`src/rtl/mem_arbiter.sv`:
```
// mem_arbiter: boot-phase sequencing and P1/P2 arbitration of the unified memory port with in-order read returns
module mem_arbiter #(
  parameter int READ_LATENCY = 1,
  parameter int STARVE_LIMIT = 4
) (
  input  logic        clk,
  input  logic        rst_n,
  input  logic        loader_done,
  input  logic        p0_req,
  input  logic [31:0] p0_addr,
  input  logic [31:0] p0_wdata,
  input  logic        p0_we,
  input  logic [1:0]  p0_size,
  input  logic        p1_req,
  input  logic [31:0] p1_addr,
  input  logic [31:0] p1_wdata,
  input  logic        p1_we,
  input  logic [1:0]  p1_size,
  input  logic        p2_req,
  input  logic [31:0] p2_addr,
  input  logic [31:0] p2_wdata,
  input  logic        p2_we,
  input  logic [1:0]  p2_size,
  output logic        p0_gnt,
  output logic        p1_gnt,
  output logic        p2_gnt,
  output logic        p0_rvalid,
  output logic        p1_rvalid,
  output logic        p2_rvalid,
  output logic [31:0] rdata,
  output logic        misalign_err,
  output logic [31:0] mem_address,
  output logic [31:0] mem_data_in,
  output logic        mem_write,
  output logic [1:0]  mem_access_size,
  input  logic [31:0] mem_data_out
);
  typedef enum logic {BOOT, RUN} state_t;
  localparam int LAST = READ_LATENCY - 1;
  localparam logic [3:0] LIM = 4'(STARVE_LIMIT);
  state_t state, state_nxt;
  logic [3:0] starve_cnt, starve_nxt;
  logic g0, g1, g2, any, mis;
  logic [31:0] s_addr, s_wdata, addr_q, wdata_q;
  logic [1:0] s_size, size_q;
  logic s_we;
  logic [READ_LATENCY-1:0] pv, pm;
  logic [READ_LATENCY-1:0][1:0] pid;
  // State and starvation counter register
  always_ff @(posedge clk or negedge rst_n) begin
    if (!rst_n) begin
      state <= BOOT;
      starve_cnt <= '0;
    end else begin
      state <= state_nxt;
      starve_cnt <= starve_nxt;
    end
  end
  // Winner selection, next state and starvation count
  always_comb begin
    g0 = rst_n && state == BOOT && p0_req;
    g2 = rst_n && state == RUN && p2_req && (!p1_req || starve_cnt == LIM);
    g1 = rst_n && state == RUN && p1_req && !g2;
    any = g0 || g1 || g2;
    s_addr = g0 ? p0_addr : g1 ? p1_addr : p2_addr;
    s_wdata = g0 ? p0_wdata : g1 ? p1_wdata : p2_wdata;
    s_we = g0 ? p0_we : g1 ? p1_we : p2_we;
    s_size = g0 ? p0_size : g1 ? p1_size : p2_size;
    mis = s_size == 2'b01 ? s_addr[0] : s_size[1] ? |s_addr[1:0] : 1'b0;
    state_nxt = (state == BOOT && loader_done && !p0_req) ? RUN : state;
    starve_nxt = (state == RUN && p2_req && !g2) ? (starve_cnt == LIM ? starve_cnt : starve_cnt + 4'd1) : 4'd0;
  end
  // Hold last driven memory fields and shift the read-return pipe
  always_ff @(posedge clk or negedge rst_n) begin
    if (!rst_n) begin
      addr_q <= '0;
      wdata_q <= '0;
      size_q <= '0;
      pv <= '0;
      pm <= '0;
      pid <= '0;
    end else begin
      if (any) begin
        addr_q <= s_addr;
        wdata_q <= s_wdata;
        size_q <= s_size;
      end
      for (int i = LAST; i > 0; i--) begin
        pv[i] <= pv[i-1];
        pm[i] <= pm[i-1];
        pid[i] <= pid[i-1];
      end
      pv[0] <= any && !s_we;
      pm[0] <= mis;
      pid[0] <= g0 ? 2'd0 : g1 ? 2'd1 : 2'd2;
    end
  end
  // Drive memory port, grants and read returns
  always_comb begin
    p0_gnt = g0;
    p1_gnt = g1;
    p2_gnt = g2;
    misalign_err = any && mis;
    mem_write = any && s_we && !mis;
    mem_address = any ? s_addr : addr_q;
    mem_data_in = any ? s_wdata : wdata_q;
    mem_access_size = any ? s_size : size_q;
    p0_rvalid = pv[LAST] && pid[LAST] == 2'd0;
    p1_rvalid = pv[LAST] && pid[LAST] == 2'd1;
    p2_rvalid = pv[LAST] && pid[LAST] == 2'd2;
    rdata = (pv[LAST] && !pm[LAST]) ? mem_data_out : 32'd0;
  end
endmodule

```
`config.mk`:
```
export PLATFORM = sky130hd
export DESIGN_NAME = mem_arbiter
export DESIGN_NICKNAME = d
export VERILOG_FILES = /design/src/rtl/mem_arbiter.sv
export SDC_FILE = /design/constraint.sdc
export NUM_CORES = 1
export LEC_CHECK = 0
export BUFFER_PORTS_ARGS = -buffer_cell sky130_fd_sc_hd__buf_4
export CORE_AREA = 2 2 133 135
export DETAILED_ROUTE_END_ITERATION = 16
export DIE_AREA = 0 0 135 137
export MAX_ROUTING_LAYER = met4
export SLEW_MARGIN = 20
export SYNTH_ARGS = -nofsm -noshare
export SYNTH_HDL_FRONTEND = slang
export SYNTH_SLANG_ARGS = --single-unit
```
`constraint.sdc`:
```
create_clock -name clk -period 2.4 [get_ports clk]
set_clock_uncertainty 0.1 [all_clocks]
set_input_delay 0.24 -clock clk [delete_from_list [all_inputs] [get_ports clk]]
set_output_delay 0.24 -clock clk [all_outputs]
set_load 0.01 [all_outputs]
```
==> impl_metrics.xml, run 1 <==
<?xml version="1.0" encoding="UTF-8"?>
<metrics>
  <group name="detailed_routing">
    <metric name="drt_pre_antenna_iters" unit="">5</metric>
    <metric name="detail_route.wl_per_cell" unit="um">18.1</metric>
    <metric name="mean_number_of_vias_per_cell" unit="">4.77</metric>
    <metric name="drt_wl_total" unit="um">18900</metric>
    <metric name="dr_total_vias" unit="">4989</metric>
    <metric name="number_of_violations_reported_at_the_end_of_detailed_routing_iteration_0" unit="">124</metric>
    <metric name="drcViolationCount" unit="">0</metric>
    <metric name="antenna_left" unit="">0</metric>
  </group>
  <group name="logic_synthesis">
    <metric name="async_reset_ff_frac" unit="">1.00</metric>
    <metric name="synth.yosys.seq_area_share" unit="">0.462</metric>
    <metric name="netlist.top_cell.by_area" unit="">sky130_fd_sc_hd__dfrtp_1</metric>
    <metric name="post_synth_inst_count" unit="">458</metric>
    <metric name="synth_fp_nets" unit="">699</metric>
    <metric name="ys_types" unit="">40</metric>
    <metric name="ys_seq_elements" unit="">75</metric>
    <metric name="syn_avg_cell_area" unit="sq um">8.88</metric>
    <metric name="yosys-top-cells-area" unit="">sky130_fd_sc_hd__dfrtp_1 (46%), sky130_fd_sc_hd__a22oi_1 (11%), sky130_fd_sc_hd__a31oi_1 (9.7%), sky130_fd_sc_hd__nor2_1 (6.6%), sky130_fd_sc_hd__nand2_1 (5.7%)</metric>
    <metric name="most_common_cell_in_the_netlist" unit="">sky130_fd_sc_hd__dfrtp_1</metric>
    <metric name="synth_commonest_cells" unit="">sky130_fd_sc_hd__dfrtp_1 (75), sky130_fd_sc_hd__nor2_1 (71), sky130_fd_sc_hd__a31oi_1 (63)</metric>
    <metric name="post_synth_edffs" unit="">0</metric>
    <metric name="yosys_warnings" unit="">0</metric>
    <metric name="synthFlopType" unit="">sky130_fd_sc_hd__dfrtp_1</metric>
    <metric name="mappedNetlistArea" unit="sq um">4070</metric>
    <metric name="synth_largest_type_area_fraction" unit="">0.462</metric>
  </group>
  <group name="worst_setup_path">
    <metric name="critPathTopFamily" unit="">buffers and inverters</metric>
    <metric name="crit_path_largest_cell_delay" unit="ns">0.39</metric>
    <metric name="cp_num_buf_inv" unit="">4</metric>
    <metric name="path_cells" unit="">inv_2 &gt; ha_4 &gt; nand4b_4 &gt; a21oi_4 &gt; buf_12 &gt; buf_8 &gt; nand2_1 &gt; a31oi_2 &gt; buf_4</metric>
    <metric name="critical_path_depth" unit="">9</metric>
    <metric name="critical_path_required" unit="ns">2.06</metric>
    <metric name="worst_path_max_delay_cell" unit="">sky130_fd_sc_hd__dfrtp_1</metric>
    <metric name="critical_path.startpoint" unit="">starve_cnt[1]$_DFFE_PN0P_</metric>
    <metric name="rrSetupSlack" unit="ns">0.31</metric>
    <metric name="crit_type" unit="">flop to primary output</metric>
    <metric name="capturing_element_type_of_the_critical_path" unit="">primary output</metric>
    <metric name="worstRegToRegCells" unit="">9</metric>
    <metric name="sort_of_element_at_the_start_of_the_critical_path" unit="">flop</metric>
    <metric name="crit_path_max_fanout" unit="">9</metric>
    <metric name="timing.rr.start" unit="">starve_cnt[1]$_DFFE_PN0P_</metric>
    <metric name="r2r-end" unit="">addr_q[16]$_DFF_PN0_</metric>
    <metric name="worst_setup_path_endpoint" unit="">mem_data_in[26]</metric>
    <metric name="critical_path_arrival" unit="ns">2.27</metric>
  </group>
  <group name="finish">
    <metric name="area_delta_synth_final" unit="%">107</metric>
    <metric name="share_of_cells_above_drive_strength_1" unit="">0.630</metric>
    <metric name="sequential_area" unit="sq um">1880</metric>
    <metric name="antenna-diode-count" unit="">0</metric>
    <metric name="area_of_combinational_cells_with_multiple_inputs" unit="sq um">2670</metric>
    <metric name="final_net_count" unit="">1056</metric>
    <metric name="fin_cells" unit="">1045</metric>
    <metric name="num-fill-cells" unit="">1617</metric>
  </group>
  <group name="min_path">
    <metric name="hold_class" unit="">input port to flop</metric>
  </group>
  <group name="pwr">
    <metric name="leakagePower" unit="nW">3.85</metric>
    <metric name="p_per_area" unit="nW/um^2">618</metric>
    <metric name="vdd.ir_drop.worst" unit="V">0.000294</metric>
    <metric name="finalPower" unit="mW">5.21</metric>
  </group>
  <group name="die">
    <metric name="die_x" unit="um">135</metric>
    <metric name="core_region_area" unit="sq um">17100</metric>
    <metric name="rows" unit="">48</metric>
    <metric name="io-pin-count" unit="">345</metric>
    <metric name="die_h" unit="um">137</metric>
    <metric name="floorplan.die_area" unit="sq um">18500</metric>
    <metric name="initial_core_util" unit="">0.238</metric>
  </group>
  <group name="grt">
    <metric name="grt_antenna_before_repair" unit="">0</metric>
    <metric name="overflow_left_after_global_routing" unit="">0</metric>
    <metric name="global_route_wire_length_before_repair" unit="um">25600</metric>
    <metric name="gr-usage-all-layers" unit="">0.184</metric>
    <metric name="first_global_vias" unit="">5034</metric>
    <metric name="grt_max_degree" unit="">43</metric>
  </group>
  <group name="place">
    <metric name="post-place-cells" unit="">1003</metric>
    <metric name="place_worst_setup_slack" unit="ns">0.0330</metric>
    <metric name="place.port_buffers" unit="">344</metric>
    <metric name="dpl.hpwl" unit="um">12300</metric>
    <metric name="routability_congestion_estimate" unit="">0.792</metric>
  </group>
  <group name="cts">
    <metric name="ctsRootBufferMaster" unit="">sky130_fd_sc_hd__clkbuf_16</metric>
    <metric name="cts_tree" unit="">built</metric>
    <metric name="h-tree-depth" unit="">3</metric>
    <metric name="clock_tree.buffer_depth" unit="">2</metric>
    <metric name="cts-buffers-inserted" unit="">9</metric>
    <metric name="cts.reportedPaths.clkPinSlew" unit="ns">0.06</metric>
    <metric name="cts.sink_count" unit="">75</metric>
    <metric name="insertion_delay" unit="ns">0.34</metric>
  </group>
  <group name="timing">
    <metric name="worst_pin_slew" unit="ns">0.572</metric>
    <metric name="finalSetupTns" unit="ns">-11.67</metric>
    <metric name="timing.final.max_slew_violations" unit="">0</metric>
    <metric name="worst_hold_slack" unit="ns">0.0797</metric>
    <metric name="rsz0062_at_grt" unit="">yes</metric>
    <metric name="setup_viol_count_final" unit="">68</metric>
    <metric name="fmax" unit="MHz">383</metric>
    <metric name="worst_slew_margin_rel" unit="">0.619</metric>
    <metric name="worst_path_setup_slack_after_routing" unit="ns">-0.209</metric>
    <metric name="final.period_utilization" unit="">1.09</metric>
    <metric name="post-route-min-period" unit="ns">2.61</metric>
    <metric name="number_of_endpoints_with_negative_hold_slack_in_the_final_report" unit="">0</metric>
  </group>
  <group name="outcome">
    <metric name="run_status" unit="">complete, but fails checks</metric>
    <metric name="violations_in_the_final_reports" unit="">setup timing</metric>
  </group>
  <group name="flow_run">
    <metric name="cap_viol_max_count" unit="">0</metric>
  </group>
</metrics>
-- per-layer routing --
metal,share of wire,GRT usage,vias up
li1,-,-,2378
met1,0.39,0.197,2369
met2,0.53,0.338,220
met3,0.069,0.0444,22
met4,0.015,0.0532,0
met5,0,-,-
-- layout make-up --
class | instances | share of cell area
multi-input cells | 337 | 0.317
clock buffers | 10 | 0.0272
inverters | 7 | 0.00342
repair buffers | 385 | 0.383
clock inverters | 6 | 0.0132
flip-flops and latches | 75 | 0.223
well taps | 225 | 0.0334
-- cells in the final DEF, fill, tap and decap left out, types with 7 or more instances in the layout --
master / synthesis / final
sky130_fd_sc_hd__buf_4: 9 / 349
sky130_fd_sc_hd__dfrtp_1: 75 / 75
sky130_fd_sc_hd__a22oi_1: 62 / 62
sky130_fd_sc_hd__nand2_1: 62 / 46
sky130_fd_sc_hd__nor2_1: 71 / 41
sky130_fd_sc_hd__a31oi_2: 0 / 40
sky130_fd_sc_hd__and2_1: 32 / 32
sky130_fd_sc_hd__nor2_2: 0 / 23
sky130_fd_sc_hd__a31oi_4: 0 / 16
sky130_fd_sc_hd__buf_6: 0 / 16
sky130_fd_sc_hd__nand2_2: 1 / 15
sky130_fd_sc_hd__clkbuf_16: 0 / 13
sky130_fd_sc_hd__buf_12: 0 / 9
sky130_fd_sc_hd__nor2_4: 1 / 8
sky130_fd_sc_hd__a31oi_1: 63 / 7
-- flip-flops by register name, indices dropped and copies added (netlist names) --
register	flops
pv	1
state	1
pid	2
pm	1
addr_q	32
size_q	2
wdata_q	32
starve_cnt	4
-- tightest hold or removal path, stage by stage --
cell	delay [ns]
sky130_fd_sc_hd__buf_4	0.11
sky130_fd_sc_hd__nand2_2	0.04
sky130_fd_sc_hd__a31oi_1	0.08
-- stage by stage --
step	utilization	area (sq um)
2_1_floorplan	-	4070
3_3_place_gp	0.406	6920
3_5_place_dp	0.406	6920
4_1_cts	0.450	7670
5_1_grt	0.494	8420
6_report	0.494	8420
-- what timing repair did --
action,4_1_cts,5_1_grt
pin swaps,3,33
cloned,4,6
setup endpoints to repair,68,68
hold buffers,2,0
resized for setup,33,134
buffers inserted,12,4
hold endpoints to repair,66,0
-- report_power, final --
part,internal (mW),switching [mW]
Clock,1.02,0.576
Combinational,1.08,0.926
Sequential,1.51,0.101
-- worst min-delay path by stage --
stage | start | end | slack, ns | cells after the start
finish | p2_addr[5] | addr_q[5]$_DFF_PN0_ | 0.08 | 3
global route | p2_addr[5] | addr_q[5]$_DFF_PN0_ | 0.08 | 3
CTS | p2_wdata[10] | wdata_q[10]$_DFF_PN0_ | 0.06 | 3
detailed placement | rst_n | addr_q[0]$_DFF_PN0_ | 0.17 | 2
global placement | rst_n | addr_q[0]$_DFF_PN0_ | 0.18 | 2
floorplan | rst_n | addr_q[0]$_DFF_PN0_ | -0.16 | 0
-- cell families after synthesis --
logic type | after synthesis | share of synthesized area
simple gates | 185 | 0.214
compound gates | 147 | 0.254
flops | 75 | 0.462
buf+inv | 46 | 0.0572
xor+xnor | 2 | 0.00431
fa+ha+maj | 2 | 0.00615
mux | 1 | 0.00277
Note: power is estimated with default switching activity, not from simulation.
==> run 2: changes to the inputs <==
CORE_AREA = 2 2 136 138   (was 2 2 133 135)
DIE_AREA = 0 0 138 140   (was 0 0 135 137)
clock period = 3.1 ns   (was 2.4 ns; I/O delays follow)
==> impl_metrics.xml, run 2 (synthesized netlist as in run 1, its figures left out) <==
<?xml version="1.0" encoding="UTF-8"?>
<metrics>
  <group name="outcome">
    <metric name="run_status" unit="">complete, no violations</metric>
  </group>
  <group name="timing">
    <metric name="final.period_utilization" unit="">0.947</metric>
    <metric name="number_of_endpoints_with_negative_hold_slack_in_the_final_report" unit="">0</metric>
    <metric name="worst_pin_slew" unit="ns">0.780</metric>
    <metric name="fmax" unit="MHz">341</metric>
    <metric name="worst_slew_margin_rel" unit="">0.479</metric>
    <metric name="setup_viol_count_final" unit="">0</metric>
    <metric name="post-route-min-period" unit="ns">2.93</metric>
    <metric name="timing.final.max_slew_violations" unit="">0</metric>
    <metric name="worst_hold_slack" unit="ns">0.0859</metric>
  </group>
  <group name="place">
    <metric name="dpl.hpwl" unit="um">12300</metric>
    <metric name="post_dp_cell_area" unit="sq um">6850</metric>
    <metric name="routability_congestion_estimate" unit="">0.805</metric>
    <metric name="place.port_buffers" unit="">344</metric>
  </group>
  <group name="cts">
    <metric name="ctsRootBufferMaster" unit="">sky130_fd_sc_hd__clkbuf_16</metric>
    <metric name="post-cts-setup-buffers" unit="">0</metric>
    <metric name="cts.sink_count" unit="">75</metric>
    <metric name="clock_tree.buffer_depth" unit="">2</metric>
    <metric name="insertion_delay" unit="ns">0.33</metric>
    <metric name="cts.reportedPaths.clkPinSlew" unit="ns">0.06</metric>
    <metric name="cts_tree" unit="">built</metric>
    <metric name="cts-buffers-inserted" unit="">9</metric>
    <metric name="h-tree-depth" unit="">3</metric>
  </group>
  <group name="finish">
    <metric name="layout.cells.most_common" unit="">sky130_fd_sc_hd__buf_4</metric>
    <metric name="final_net_count" unit="">1028</metric>
    <metric name="area_of_combinational_cells_with_multiple_inputs" unit="sq um">1970</metric>
    <metric name="antenna-diode-count" unit="">0</metric>
    <metric name="share_of_cells_above_drive_strength_1" unit="">0.477</metric>
    <metric name="top_regs" unit="">addr_q x32, wdata_q x32, starve_cnt x4</metric>
    <metric name="most_used_cells_in_the_layout_excluding_fill_and_tap_cells" unit="">sky130_fd_sc_hd__buf_4 (352), sky130_fd_sc_hd__dfrtp_1 (75), sky130_fd_sc_hd__nor2_1 (71)</metric>
    <metric name="sequential_area" unit="sq um">1880</metric>
    <metric name="fin_area" unit="sq um">7200</metric>
    <metric name="num-fill-cells" unit="">1826</metric>
    <metric name="area_delta_synth_final" unit="%">77.1</metric>
  </group>
  <group name="worst_setup_path">
    <metric name="critical_path_arrival" unit="ns">2.52</metric>
    <metric name="rrSetupSlack" unit="ns">0.90</metric>
    <metric name="critical_path.startpoint" unit="">rst_n</metric>
    <metric name="critical_path_required" unit="ns">2.69</metric>
    <metric name="sort_of_element_at_the_start_of_the_critical_path" unit="">input port</metric>
    <metric name="crit_type" unit="">input port to primary output</metric>
    <metric name="worstRegToRegCells" unit="">7</metric>
    <metric name="crit_path_max_fanout" unit="">28</metric>
    <metric name="capturing_element_type_of_the_critical_path" unit="">primary output</metric>
    <metric name="timing.rr.start" unit="">starve_cnt[0]$_DFFE_PN0P_</metric>
    <metric name="r2r-end" unit="">wdata_q[27]$_DFF_PN0_</metric>
  </group>
  <group name="detailed_routing">
    <metric name="dr_total_vias" unit="">4849</metric>
    <metric name="drcViolationCount" unit="">0</metric>
    <metric name="number_of_violations_reported_at_the_end_of_detailed_routing_iteration_0" unit="">186</metric>
    <metric name="antenna_left" unit="">0</metric>
    <metric name="mean_number_of_vias_per_cell" unit="">4.75</metric>
    <metric name="drt_wl_total" unit="um">16600</metric>
    <metric name="detail_route.wl_per_cell" unit="um">16.2</metric>
    <metric name="drt_pre_antenna_iters" unit="">5</metric>
  </group>
  <group name="min_path">
    <metric name="hold_path_start" unit="">loader_done</metric>
    <metric name="hold_class" unit="">input port to flop</metric>
    <metric name="hold-path-cell-count" unit="">2</metric>
    <metric name="timing.hold.worst_endpoint" unit="">state$_DFFE_PN0P_</metric>
  </group>
  <group name="grt">
    <metric name="grt_max_degree" unit="">71</metric>
    <metric name="grt_antenna_before_repair" unit="">0</metric>
    <metric name="first_global_vias" unit="">4779</metric>
    <metric name="gr-usage-all-layers" unit="">0.166</metric>
    <metric name="global_route_wire_length_before_repair" unit="um">25100</metric>
    <metric name="overflow_left_after_global_routing" unit="">0</metric>
  </group>
  <group name="die">
    <metric name="io-pin-count" unit="">345</metric>
    <metric name="rows" unit="">49</metric>
    <metric name="die_h" unit="um">140</metric>
    <metric name="die_x" unit="um">138</metric>
    <metric name="floorplan.die_area" unit="sq um">19300</metric>
    <metric name="initial_core_util" unit="">0.229</metric>
    <metric name="core_region_area" unit="sq um">17800</metric>
  </group>
  <group name="pwr">
    <metric name="leakagePower" unit="nW">3.51</metric>
    <metric name="vdd.ir_drop.worst" unit="V">0.000226</metric>
    <metric name="p_per_area" unit="nW/um^2">480</metric>
  </group>
  <group name="flow_run">
    <metric name="cap_viol_max_count" unit="">0</metric>
  </group>
</metrics>
-- run 2: cell types whose count changed in the layout (fill, tap and decap cells not counted), sizes merged --
cell / before / now
clkinvlp: 1 / 2
buf: 379 / 355
clkbuf: 14 / 12
dlygate4sd3: 2 / 1
bufinv: 3 / 1
-- run 2: how the worst max path moves through the flow --
stage / endpoint / slack [ns] / cells after the start
floorplan: mem_data_in[22] / 0.89 / 8
global placement: mem_data_in[27] / 0.57 / 8
detailed placement: mem_data_in[18] / 0.48 / 9
CTS: mem_data_in[18] / 0.10 / 9
global route: mem_address[25] / -0.003 / 9
finish: mem_address[21] / 0.17 / 8
-- run 2: final cells by class --
| cell class | count | share of cell area |
|---|---|---|
| clock inverters | 5 | 0.00869 |
| repair buffers | 357 | 0.381 |
| clock buffers | 11 | 0.0323 |
| well taps | 229 | 0.0398 |
| flip-flops and latches | 75 | 0.261 |
| inverters | 7 | 0.00365 |
| multi-input cells | 337 | 0.274 |
-- run 2: where the power goes --
part	leakage, nW	switching (mW)	internal [mW]
clock network	0.136	0.446	0.629
registers	0.847	0.0573	1.16
logic	2.53	0.553	0.605
-- run 2: repair_timing --
item                       CTS  global route
hold endpoints to repair    25             0
gates resized for setup      0             2
hold buffers                 1             0
setup endpoints to repair    0            20
-- run 2: worst max-delay path, stage by stage --
cell and delay, ns:
sky130_fd_sc_hd__dlygate4sd3_1 0.54, sky130_fd_sc_hd__buf_4 0.19, sky130_fd_sc_hd__and3_1 0.27, sky130_fd_sc_hd__a21oi_4 0.32, sky130_fd_sc_hd__buf_4 0.36, sky130_fd_sc_hd__nand2_1 0.09
sky130_fd_sc_hd__a31oi_1 0.26, sky130_fd_sc_hd__buf_4 0.18
-- run 2: per-stage QoR --
stage,setup TNS (ns),worst slack [ns],total power [mW],utilization,instances
floorplan,0,0.888,1.72,-,458
global placement,0,0.569,2.38,0.386,1003
detailed placement,0,0.478,2.39,0.386,1003
CTS,0,0.102,3.50,0.403,1020
global route,-0.00274,-0.00274,3.66,0.405,1021
finish,0,0.166,3.45,0.405,1021
-- run 2: layer usage --
layer | vias up | share of wire | track usage
met5 | - | 0 | -
met4 | 0 | 0.017 | 0.0580
met3 | 17 | 0.069 | 0.0318
met2 | 225 | 0.52 | 0.294
met1 | 2281 | 0.39 | 0.188
li1 | 2326 | - | -
